**src/rtl/inst_prefetch_queue.sv**
```systemverilog
// Instruction prefetch queue: issues word reads to a 1-cycle instruction memory, buffers
// {inst, pc} in a DEPTH-entry FIFO for decode, and flushes on redirect. IPQ_BYPASS_EN enables an empty-FIFO bypass.
module inst_prefetch_queue #(
    parameter int                  DEPTH      = 4,
    parameter int                  PC_WIDTH   = 30,
    parameter int                  INST_WIDTH = 32,
    parameter logic [PC_WIDTH-1:0] RESET_PC   = {PC_WIDTH{1'b0}}
) (
    input  logic                  clk,
    input  logic                  reset,
    output logic                  imem_en,
    output logic [PC_WIDTH-1:0]   imem_addr,
    input  logic [INST_WIDTH-1:0] imem_rdata,
    input  logic                  jump_en,
    input  logic [PC_WIDTH-1:0]   jump_target,
    output logic                  dec_valid,
    output logic [INST_WIDTH-1:0] dec_inst,
    output logic [PC_WIDTH-1:0]   dec_pc,
    input  logic                  dec_ready
);

    localparam int PTR_W = (DEPTH > 1) ? $clog2(DEPTH) : 1;
    localparam int CNT_W = $clog2(DEPTH + 1);
    localparam int OCC_W = CNT_W + 1;

    logic [PC_WIDTH-1:0]   fetch_pc_r;
    logic [PC_WIDTH-1:0]   inflight_pc_r;
    logic                  inflight_r;
    logic [INST_WIDTH-1:0] inst_mem_r [DEPTH];
    logic [PC_WIDTH-1:0]   pc_mem_r   [DEPTH];
    logic [PTR_W-1:0]      rd_ptr_r;
    logic [PTR_W-1:0]      wr_ptr_r;
    logic [CNT_W-1:0]      count_r;

    logic                  bypass_s;
    logic                  pop_s;
    logic                  fifo_pop_s;
    logic                  push_s;
    logic                  credit_s;
    logic [OCC_W-1:0]      occ_s;

    // DEPTH need not be a power of two, so pointers wrap explicitly.
    function automatic logic [PTR_W-1:0] ptr_inc(input logic [PTR_W-1:0] p);
        if (p == PTR_W'(DEPTH - 1)) begin
            ptr_inc = {PTR_W{1'b0}};
        end else begin
            ptr_inc = p + PTR_W'(1);
        end
    endfunction

    // Decode-side presentation: FIFO head, or the returning word when bypass applies.
    always_comb begin
        bypass_s = 1'b0;
`ifdef IPQ_BYPASS_EN
        bypass_s = inflight_r && (count_r == {CNT_W{1'b0}});
`endif
        if (bypass_s) begin
            dec_valid = 1'b1;
            dec_inst  = imem_rdata;
            dec_pc    = inflight_pc_r;
        end else begin
            dec_valid = (count_r != {CNT_W{1'b0}});
            dec_inst  = inst_mem_r[rd_ptr_r];
            dec_pc    = pc_mem_r[rd_ptr_r];
        end
    end

    // Handshake, push/pop qualification and request credit.
    always_comb begin
        pop_s      = dec_valid && dec_ready && !jump_en;
        fifo_pop_s = pop_s && !bypass_s;
        // A bypassed word that decode takes this cycle never enters the FIFO.
        push_s     = inflight_r && !jump_en && !(bypass_s && dec_ready);
        occ_s      = OCC_W'(count_r) + OCC_W'(inflight_r) - OCC_W'(pop_s);
        credit_s   = (occ_s < OCC_W'(DEPTH));
        if (reset) begin
            imem_en   = 1'b0;
            imem_addr = fetch_pc_r;
        end else if (jump_en) begin
            imem_en   = 1'b1;
            imem_addr = jump_target;
        end else begin
            imem_en   = credit_s;
            imem_addr = fetch_pc_r;
        end
    end

    // Fetch PC, in-flight tracking and FIFO storage.
    always_ff @(posedge clk) begin
        if (reset) begin
            fetch_pc_r    <= RESET_PC;
            inflight_r    <= 1'b0;
            inflight_pc_r <= {PC_WIDTH{1'b0}};
            rd_ptr_r      <= {PTR_W{1'b0}};
            wr_ptr_r      <= {PTR_W{1'b0}};
            count_r       <= {CNT_W{1'b0}};
            for (int i = 0; i < DEPTH; i++) begin
                inst_mem_r[i] <= {INST_WIDTH{1'b0}};
                pc_mem_r[i]   <= {PC_WIDTH{1'b0}};
            end
        end else if (jump_en) begin
            fetch_pc_r    <= jump_target + PC_WIDTH'(1);
            inflight_r    <= 1'b1;
            inflight_pc_r <= jump_target;
            rd_ptr_r      <= {PTR_W{1'b0}};
            wr_ptr_r      <= {PTR_W{1'b0}};
            count_r       <= {CNT_W{1'b0}};
        end else begin
            if (imem_en) begin
                fetch_pc_r    <= fetch_pc_r + PC_WIDTH'(1);
                inflight_r    <= 1'b1;
                inflight_pc_r <= fetch_pc_r;
            end else begin
                inflight_r    <= 1'b0;
            end
            if (push_s) begin
                inst_mem_r[wr_ptr_r] <= imem_rdata;
                pc_mem_r[wr_ptr_r]   <= inflight_pc_r;
                wr_ptr_r             <= ptr_inc(wr_ptr_r);
            end else begin
                wr_ptr_r             <= wr_ptr_r;
            end
            if (fifo_pop_s) begin
                rd_ptr_r <= ptr_inc(rd_ptr_r);
            end else begin
                rd_ptr_r <= rd_ptr_r;
            end
            case ({push_s, fifo_pop_s})
                2'b10:   count_r <= count_r + CNT_W'(1);
                2'b01:   count_r <= count_r - CNT_W'(1);
                default: count_r <= count_r;
            endcase
        end
    end

endmodule

```
**config.mk**
```make
export PLATFORM = sky130hd
export DESIGN_NAME = inst_prefetch_queue
export DESIGN_NICKNAME = d
export VERILOG_FILES = /design/src/rtl/inst_prefetch_queue.sv
export SDC_FILE = /design/constraint.sdc
export NUM_CORES = 1
export LEC_CHECK = 0
export ABC_AREA = 1
export BUFFER_PORTS_ARGS = -buffer_cell sky130_fd_sc_hd__buf_2
export CORE_AREA = 3 3 170 172
export CTS_CLUSTER_DIAMETER = 50
export DETAILED_ROUTE_END_ITERATION = 16
export DIE_AREA = 0 0 173 175
export HOLD_SLACK_MARGIN = 0.03
export PLACE_DENSITY = 0.75
export SYNTH_ARGS = -nofsm -noshare
export SYNTH_HDL_FRONTEND = slang
export SYNTH_SLANG_ARGS = --single-unit
```
**constraint.sdc**
```tcl
create_clock -name clk -period 11.47 [get_ports clk]
set_clock_uncertainty 0.2 [all_clocks]
set_input_delay 3.441 -clock clk [delete_from_list [all_inputs] [get_ports clk]]
set_output_delay 3.441 -clock clk [all_outputs]
set_load 0.005 [all_outputs]
```
==> run_results.csv, run 1 <==
group,metric,value,unit
synth,synth_area,15100,µm²
sta,hold_violations,0,
routing,first_iter_violations,1135,
clocking,cts_sinks,318,
synth,syn_avg_cell_area,8.63,µm²
synth,yosysSeqAreaShare,0.588,
routing,postRouteAntennaNets,0,
synth,yosys_most_used_dff,"edfxtp_1",
die,io_pins,160,
setup_path,slowest_delay,0.55,ns
sta,maxSlewViolCount,0,
synth,synth-async-reset-ratio,0,
sta,finalSetupViolCount,0,
routing,num_vias,12008,
setup_path,start_kind,"input port",
synth,yosysTopAreaCell,"edfxtp_1",
synth,yosys_warnings,0,
synth,ys_top_cells_by_area,"edfxtp_1 49%, nor2_1 12%, dfxtp_1 9.3%",
clocking,cts_root_buf,"clkbuf_16",
synth,synth_cell_types,36,
die,fp.dieH,175,µm
routing,post_drt_wl_per_cell,16.5,µm
clocking,numCtsBuffers,37,
setup_path,path_class,"input port to output pin",
routing,vias_per_cell,5.29,
pwr,pwr-share-clk,0.438,
routing,route.detailed.drc,0,
synth,yosysMostFrequentCell,"nor2_1",
synth,yosys_register_bits,318,
hold_path,hold_path.class,"flop to flop",
die,fp.coreArea,27600,µm²
finish,drive_gt1_frac,0.147,
synth,synth_edf_count,248,
sta,finalCriticalPeriod,9.09,ns
routing,drt-pass1-iter-count,5,
clocking,cts-htree-levels,2,
run,drv_cap,0,
place,gp_congestion,0.947,
setup_path,end_kind,"output pin",
clocking,ctsLongestPathBuffers,3,
die,rows,61,
pwr,irDropWorstVdd,0.0787,mV
status,status,"finished clean",
sta,slew_headroom,0.343,
sta,finalSetupTns,0,ns
synth,yosysTopAreaCellShare,0.495,
grt,antenna_found_initial,0,
pwr,leakagePower,7.78,nW
clocking,clk_pin_slew,0.05,ns
sta,grt_setup_unrepaired,"false",
pwr,pwr-share-seq,0.470,
synth,synth.net_count,1817,
clocking,cts_hold_buffers,0,
grt,grt_pass1_wl,60600,µm
grt,grt_util_all_layers,0.244,
synth,synthTopCellsByCount,"477 x nor2_1, 307 x nand2_1, 248 x edfxtp_1",
clocking,clk_latency,0.51,ns
grt,gr-total-overflow,0,
clocking,post-cts-setup-buffers,0,
synth,synth_cells,1744,
sta,holdWs,0.266,ns
pwr,internal-power,2.16,mW
sta,finalCritPeriodShare,0.792,
die,die-area,30300,µm²
setup_path,slowest_stage,"buf_2",
place,placement.io_buffers,159,
finish,antenna_cells,0,
grt,grt_pass1_vias,11952,
die,die_w,173,µm
setup_path,required,7.83,ns
sta,tightest_slew,0.985,ns
finish,syn_to_final_growth,15.2,%
setup_path,path_cells,"buf_2 > inv_1 > o21ai_0 > inv_1 > nand2_1 > o21ai_0 > buf_2",
grt,grt_start_max_net_pins,91,
sta,fmax,0.110,GHz
pwr,power.switching,0.666,mW
clocking,cts_tree,"done",
routing,drt_wl_total,37500,µm
place,dpl.hpwl,21900,µm
finish,fin_nets,1938,
pwr,p_per_area,163,nW/µm²
die,initial_core_util,0.545,
setup_path,critPathArrivalTime,5.45,ns
clocking,cts_resized,0,
setup_path,crit_fanout,29,
pwr,sw_frac_of_total,0.235,
pwr,p_comb_frac,0.092,
## sequential cells by signal, summed over array words and instances (netlist names), named ones only
| signal | cells |
|---|---|
| pc_mem_r | 120 |
| inflight_pc_r | 30 |
| inst_mem_r | 128 |
| count_r | 3 |
| inflight_r | 1 |
| rd_ptr_r | 2 |
| wr_ptr_r | 2 |
| fetch_pc_r | 30 |
## path summary, 6_finish.rpt
path                                  startpoint                             end  slack, ns  cells after the start
hold / removal    inflight_pc_r[26]$_SDFFE_PP0P_  inflight_pc_r[26]$_SDFFE_PP0P_       0.27                      2
hold reg to reg   inflight_pc_r[26]$_SDFFE_PP0P_  inflight_pc_r[26]$_SDFFE_PP0P_       0.27                      2
setup / recovery                         jump_en                    imem_addr[4]       2.38                      7
setup reg to reg         count_r[1]$_SDFFE_PP0P_      fetch_pc_r[8]$_SDFFE_PP0P_       8.46                     16
## final cells by class
type	count	area, µm²
inverter	215	808
clock inverter	23	319
tap	378	473
clock buffer	43	980
fill	2337	10300
multi-input combinational	1117	4990
timing repair buffer	176	923
sequential	318	8850
## layout by cell type (no fill, tap or decap), types with 5 or more instances in the layout
cell type,count
a21oi_1,7
buf_2,159
buf_4,17
bufinv_16,7
clkbuf_16,38
clkinv_1,6
clkinv_2,6
dfxtp_1,68
edfxtp_1,248
ha_1,6
inv_1,208
inv_2,5
nand2_1,301
nand2_2,8
nand3_1,24
nor2_1,477
nor2_2,6
nor3_1,5
o21ai_0,164
o21ai_1,6
o21ai_2,15
o22ai_1,62
xnor2_1,7
xor2_1,8
## logic make-up (layout without fill, tap and decap cells)
kind of cell    after synthesis  after routing  share of synthesized area
flops                       318            318                      0.588
fa+ha+maj                     7              7                    0.00632
compound gates              260            260                     0.0978
buf+inv                     309            457                     0.0828
xor+xnor                     15             15                    0.00873
simple gates                835            835                      0.217
## power groups by stage
stage	logic, mW	clock network [mW]	registers, mW
finish	0.259	1.24	1.33
detailed placement	0.258	0	1.35
global placement	0.255	0	1.35
floorplan	0.169	0	1.35
CTS	0.260	1.26	1.33
global route	0.294	1.30	1.33
## metal layers
metal	up-vias	part of all wire	global-route usage	wire length (µm)
met5	-	0	0	0
met4	0	0.028	0.0878	1060
met3	71	0.078	0.0417	2940
met2	482	0.47	0.408	17600
met1	5595	0.42	0.325	15900
li1	5860	-	-	-
## through the flow
stage	cells	area [µm²]	util	power (mW)	setup slack, ns
final	2270	17300	0.628	2.83	2.38
after global routing	2270	17300	0.628	2.93	2.17
after CTS	2270	17300	0.628	2.85	2.41
after detailed placement	2204	16000	0.581	1.61	2.41
after global placement	2204	16000	0.581	1.61	2.52
after floorplan	1744	15100	-	1.52	2.09
## worst max-delay path: cells and delay by family
kind | cells | cell delay, ns
AOI/OAI and AO/OA | 2 | 0.55
buffers and inverters | 4 | 1.32
and+or+nand+nor | 1 | 0.11
(Power assumes the default switching activity.)
==> inputs of run 2 (changes only) <==
Settings changed: ABC_AREA 1 to 0.
Clock period 11.47 ns to 8.7 ns, I/O delays scaled along.
==> run_results.csv, run 2 <==
group,metric,value,unit
status,status,"finished clean",
routing,route.detailed.drc,0,
grt,gr-total-overflow,0,
finish,layout_common_cells,"250 x and2_1, 248 x edfxtp_1, 159 x buf_2",
synth,synth_area,15100,µm²
synth,yosysSeqAreaShare,0.586,
setup_path,slowest_delay,0.48,ns
grt,grt_pass1_vias,10075,
sta,fmax,0.128,GHz
routing,num_vias,9943,
clocking,ctsLongestPathBuffers,3,
clocking,clk_latency,0.52,ns
synth,yosys_register_bits,318,
hold_path,min-delay-start,"fetch_pc_r[15]$_SDFFE_PP0P_",
routing,postRouteAntennaNets,0,
sta,grt_setup_unrepaired,"false",
place,gp_congestion,0.922,
finish,layout_commonest_cell,"and2_1",
routing,drt_wl_total,35100,µm
routing,vias_per_cell,5.82,
synth,yosysTopAreaCell,"edfxtp_1",
setup_path,path_cells,"buf_2 > nand2b_4 > or3_1 > ha_1 > nand2_1 > or4_1 > nand4_1 > nand3_1 > nand2_1 > inv_1 > buf_2",
clocking,cts_sinks,318,
clocking,cts_root_buf,"clkbuf_16",
grt,grt_pass1_wl,55800,µm
routing,drt-pass1-iter-count,5,
setup_path,rr_startpoint,"count_r[2]$_SDFFE_PP0P_",
clocking,cts-htree-levels,2,
setup_path,critPathArrivalTime,5.02,ns
finish,syn_to_final_growth,14.8,%
setup_path,path_class,"input port to output pin",
synth,synth-async-reset-ratio,0,
synth,ys_top_cells_by_area,"edfxtp_1 49%, and2_1 10%, dfxtp_1 9.3%",
synth,yosysTopAreaCellShare,0.493,
grt,grt_start_max_net_pins,66,
setup_path,slowest_stage,"or4_1",
clocking,cts_resized,0,
die,die-area,30300,µm²
synth,synth.net_count,1237,
die,io_pins,160,
die,fp.coreArea,27600,µm²
setup_path,crit_family,"simple AND/OR/NAND/NOR gates",
sta,tightest_slew,1.05,ns
setup_path,required,5.89,ns
sta,holdWs,0.280,ns
finish,reg_top3,"inst_mem_r: 128 flops, pc_mem_r: 120 flops",
routing,first_iter_violations,1099,
finish,fin_nets,1374,
routing,post_drt_wl_per_cell,20.6,µm
synth,yosysMostFrequentCell,"and2_1",
setup_path,critPathBufInv,3,
synth,synth_edf_count,248,
synth,synth_cell_types,65,
clocking,post-cts-setup-buffers,0,
pwr,p_per_area,199,nW/µm²
die,die_w,173,µm
sta,finalSetupViolCount,0,
pwr,leakagePower,6.58,nW
sta,hold_violations,0,
setup_path,crit_fanout,6,
setup_path,start_kind,"input port",
place,dpl.hpwl,20900,µm
sta,finalCriticalPeriod,7.83,ns
synth,synthTopCellsByCount,"250 x and2_1, 248 x edfxtp_1, 70 x dfxtp_1, 70 x nand2_1, 62 x mux4_2",
clocking,numCtsBuffers,36,
pwr,irDropWorstVdd,0.115,mV
grt,antenna_found_initial,0,
grt,grt_util_all_layers,0.232,
die,rows,61,
clocking,cts_tree,"done",
die,initial_core_util,0.547,
synth,yosys_most_used_dff,"edfxtp_1",
sta,finalCritPeriodShare,0.900,
setup_path,startpoint,"jump_en",
synth,synth_cells,1164,
setup_path,end_kind,"output pin",
hold_path,hold_path.class,"flop to flop",
finish,n_fill_cell,2168,
finish,top_register,"inst_mem_r",
synth,yosys_warnings,0,
run,drv_cap,0,
place,placement.io_buffers,159,
clocking,cts_hold_buffers,0,
sta,slew_headroom,0.299,
finish,drive_gt1_frac,0.253,
finish,largest_reg_flops,128,
clocking,clk_pin_slew,0.06,ns
die,fp.dieH,175,µm
sta,finalSetupTns,0,ns
synth,syn_avg_cell_area,13.0,µm²
finish,antenna_cells,0,
sta,maxSlewViolCount,0,
## run 2: cell count changes in the layout (fill, tap and decap cells not counted), sizes merged, moves of 30 or more
| cell | change |
|---|---|
| a21oi | +30 |
| and2 | +248 |
| inv | -198 |
| mux4 | +62 |
| nand2 | -238 |
| nor2 | -425 |
| o21ai | -162 |
| o22ai | -59 |
## run 2: logic make-up (layout without fill, tap and decap cells)
family,Yosys count,in the layout,share of synthesized area
buffers and inverters,91,256,0.0253
AO/OA/AOI/OAI,127,127,0.0588
AND/OR/NAND/NOR,479,479,0.179
XOR/XNOR,37,37,0.0215
flip-flops,318,318,0.586
adder cells (fa/ha/maj),7,7,0.00630
multiplexers,105,105,0.123
## run 2: worst paths after layout
kind	endpoint	slack, ns	cells after the start
worst max-delay path	imem_en	0.87	11
worst min-delay path	fetch_pc_r[15]$_SDFFE_PP0P_	0.28	2
worst max register to register	inflight_pc_r[19]$_SDFFE_PP0P_	4.87	9
worst min register to register	fetch_pc_r[15]$_SDFFE_PP0P_	0.28	2
## run 2: layer usage
metal / share of wire / vias up / track usage
met1: 0.43 / 4928 / 0.325
li1: - / 4556 / -
met2: 0.47 / 388 / 0.379
met3: 0.072 / 71 / 0.0419
met5: 0 / - / 0
met4: 0.021 / 0 / 0.0622
## run 2: through the flow
stage | cells | worst slack [ns] | cell area [µm²] | util | power, mW
2_1_floorplan | 1164 | 1.25 | 15100 | - | 1.92
3_3_place_gp | 1641 | 1.14 | 16200 | 0.587 | 2.03
3_5_place_dp | 1641 | 1.01 | 16200 | 0.587 | 2.04
4_1_cts | 1707 | 0.959 | 17300 | 0.627 | 3.47
5_1_grt | 1707 | 0.780 | 17300 | 0.627 | 3.57
6_report | 1707 | 0.873 | 17300 | 0.627 | 3.44
## run 2: power by group
part / switching (mW) / total [mW] / internal, mW
sequential: 0.0423 / 1.75 / 1.71
combinational: 0.147 / 0.254 / 0.106
clock: 0.591 / 1.43 / 0.843
total: 0.781 / 3.44 / 2.66
## run 2: final cells by class
cell class              count  area (µm²)  area share
clock inverters            22         170     0.00982
inverters                  16        60.1     0.00347
multi-input cells         755        5910       0.341
repair buffers            174         908      0.0524
well taps                 378         473      0.0273
flip-flops and latches    318        8850       0.511
clock buffers              44         952      0.0549
## run 2: worst register-to-register path, delay by kind of cell (launching register included)
| kind | cells | cell delay (ns) |
|---|---|---|
| AND/OR/NAND/NOR | 7 | 2.06 |
| flip-flops | 1 | 0.42 |
| AO/OA/AOI/OAI | 1 | 0.80 |
| adder cells (fa/ha/maj) | 1 | 0.31 |
==> inputs of run 3 (changes only) <==
Settings changed: CORE_AREA 3 3 170 172 to 3 3 212 214, DIE_AREA 0 0 173 175 to 0 0 215 217, PLACE_DENSITY 0.75 to not set.
Clock period 8.7 ns to 9.9 ns, I/O delays scaled along.
==> run_results.csv, run 3 (synthesis results as in run 2) <==
group,metric,value,unit
setup_path,slowest_delay,0.56,ns
routing,vias_per_cell,5.09,
clocking,numCtsBuffers,39,
place,placement.io_buffers,159,
routing,route.detailed.drc,0,
hold_path,hold_path.class,"flop to flop",
routing,drt_wl_total,38900,µm
grt,antenna_found_initial,0,
sta,finalCriticalPeriod,8.48,ns
die,fp.coreArea,43100,µm²
die,initial_core_util,0.351,
die,io_pins,160,
clocking,ctsLongestPathBuffers,3,
routing,postRouteAntennaNets,0,
clocking,clk_pin_slew,0.06,ns
pwr,leakagePower,6.68,nW
pwr,p_comb_frac,0.071,
place,dpl.hpwl,23700,µm
sta,finalSetupViolCount,0,
die,fp.dieH,217,µm
finish,n_fill_cell,4064,
clocking,clk_latency,0.54,ns
setup_path,start_kind,"input port",
routing,routed-wl-met3,2220,µm
setup_path,required,6.73,ns
pwr,p_per_area,181,nW/µm²
pwr,pwr-share-seq,0.480,
finish,reg_top3,"inst_mem_r: 128 flops, pc_mem_r: 120 flops",
finish,layout.cells.non_filler,1920,
sta,finalCritPeriodShare,0.857,
setup_path,crit_fanout,6,
setup_path,reg2regPathDepth,9,
finish,largest_reg_flops,128,
routing,num_vias,9765,
sta,maxSlewViolCount,0,
setup_path,slowest_stage,"o31ai_1",
finish,design_area,17800,µm²
pwr,sw_frac_of_total,0.227,
finish,syn_to_final_growth,17.8,%
clocking,cts_hold_buffers,0,
clocking,post-cts-setup-buffers,0,
setup_path,path_cells,"buf_2 > nand2b_4 > or3_1 > ha_1 > nand2_1 > nor3b_1 > o31ai_1 > nand3_1 > nand2_1 > inv_1 > buf_2",
pwr,irDropWorstVdd,0.0962,mV
routing,post_drt_wl_per_cell,20.3,µm
clocking,cts_sinks,318,
status,status,"finished clean",
place,dpl-instance-area,16500,µm²
finish,layout_commonest_cell,"and2_1",
sta,fmax,0.118,GHz
clocking,cts_root_buf,"clkbuf_16",
grt,gr-total-overflow,0,
sta,tightest_slew,0.970,ns
grt,grt_pass1_vias,9907,
sta,layout_setup_ws,1.42,ns
pwr,finalPower,3.21,mW
hold_path,min_path_cells,2,
finish,layout_common_cells,"250 x and2_1, 248 x edfxtp_1, 159 x buf_2",
die,die-area,46700,µm²
place,pre_cts_slack,1.47,ns
setup_path,end_kind,"output pin",
routing,topRoutingLayerUsed,"met4",
finish,antenna_cells,0,
pwr,pwr-share-clk,0.449,
grt,grt_start_max_net_pins,67,
routing,drt-pass1-iter-count,5,
setup_path,critPathArrivalTime,5.31,ns
routing,first_iter_violations,725,
die,die_w,215,µm
routing,drt-met1-wl,17800,µm
setup_path,path_class,"input port to output pin",
clocking,cts_tree,"done",
clocking,cts_resized,0,
finish,drive_gt1_frac,0.260,
routing,wl_met2,17900,µm
finish,fin_nets,1379,
sta,finalSetupTns,0,ns
place,dp_cells,1850,
sta,hold_violations,0,
sta,holdWs,0.278,ns
die,rows,76,
sta,grt_setup_unrepaired,"false",
sta,slew_headroom,0.352,
finish,fin_util,0.413,
pwr,internal-power,2.48,mW
run,drv_cap,0,
clocking,cts-htree-levels,2,
pwr,power.switching,0.729,mW
grt,grt_pass1_wl,60400,µm
grt,grt_util_all_layers,0.166,
finish,top_register,"inst_mem_r",
place,gp_congestion,0.856,
run 3: layer usage:
metal / GRT usage / vias to the layer above
met1: 0.235 / 4834
met4: 0.0467 / 0
met3: 0.0313 / 60
met5: 0 / -
met2: 0.264 / 306
li1: - / 4565
run 3: final cells by class:
class / count / area [µm²] / area share
sequential: 318 / 8850 / 0.498
multi-input combinational: 755 / 5910 / 0.332
inverter: 16 / 60.1 / 0.00338
timing repair buffer: 176 / 923 / 0.0519
clock inverter: 17 / 213 / 0.0120
clock buffer: 53 / 1090 / 0.0616
tap: 585 / 732 / 0.0412
run 3: worst paths after layout:
path / slack, ns / startpoint / endpoint
worst max-delay path: 1.42 / jump_en / imem_en
worst min-delay path: 0.28 / fetch_pc_r[16]$_SDFFE_PP0P_ / fetch_pc_r[16]$_SDFFE_PP0P_
worst max register to register: 6.16 / count_r[2]$_SDFFE_PP0P_ / inflight_pc_r[1]$_SDFFE_PP0P_
worst min register to register: 0.28 / fetch_pc_r[16]$_SDFFE_PP0P_ / fetch_pc_r[16]$_SDFFE_PP0P_
run 3: power groups by stage:
stage	clock (mW)	combinational (mW)	sequential, mW
after floorplan	0	0.134	1.55
after global placement	0	0.228	1.57
after detailed placement	0	0.231	1.57
after CTS	1.48	0.232	1.54
after global routing	1.54	0.252	1.55
final	1.44	0.228	1.54
run 3: critical path, delay by kind of cell:
kind / cells / cell delay [ns]
AND/OR/NAND/NOR: 6 / 1.14
adder cells (fa/ha/maj): 1 / 0.30
buffers and inverters: 3 / 0.34
AO/OA/AOI/OAI: 1 / 0.56
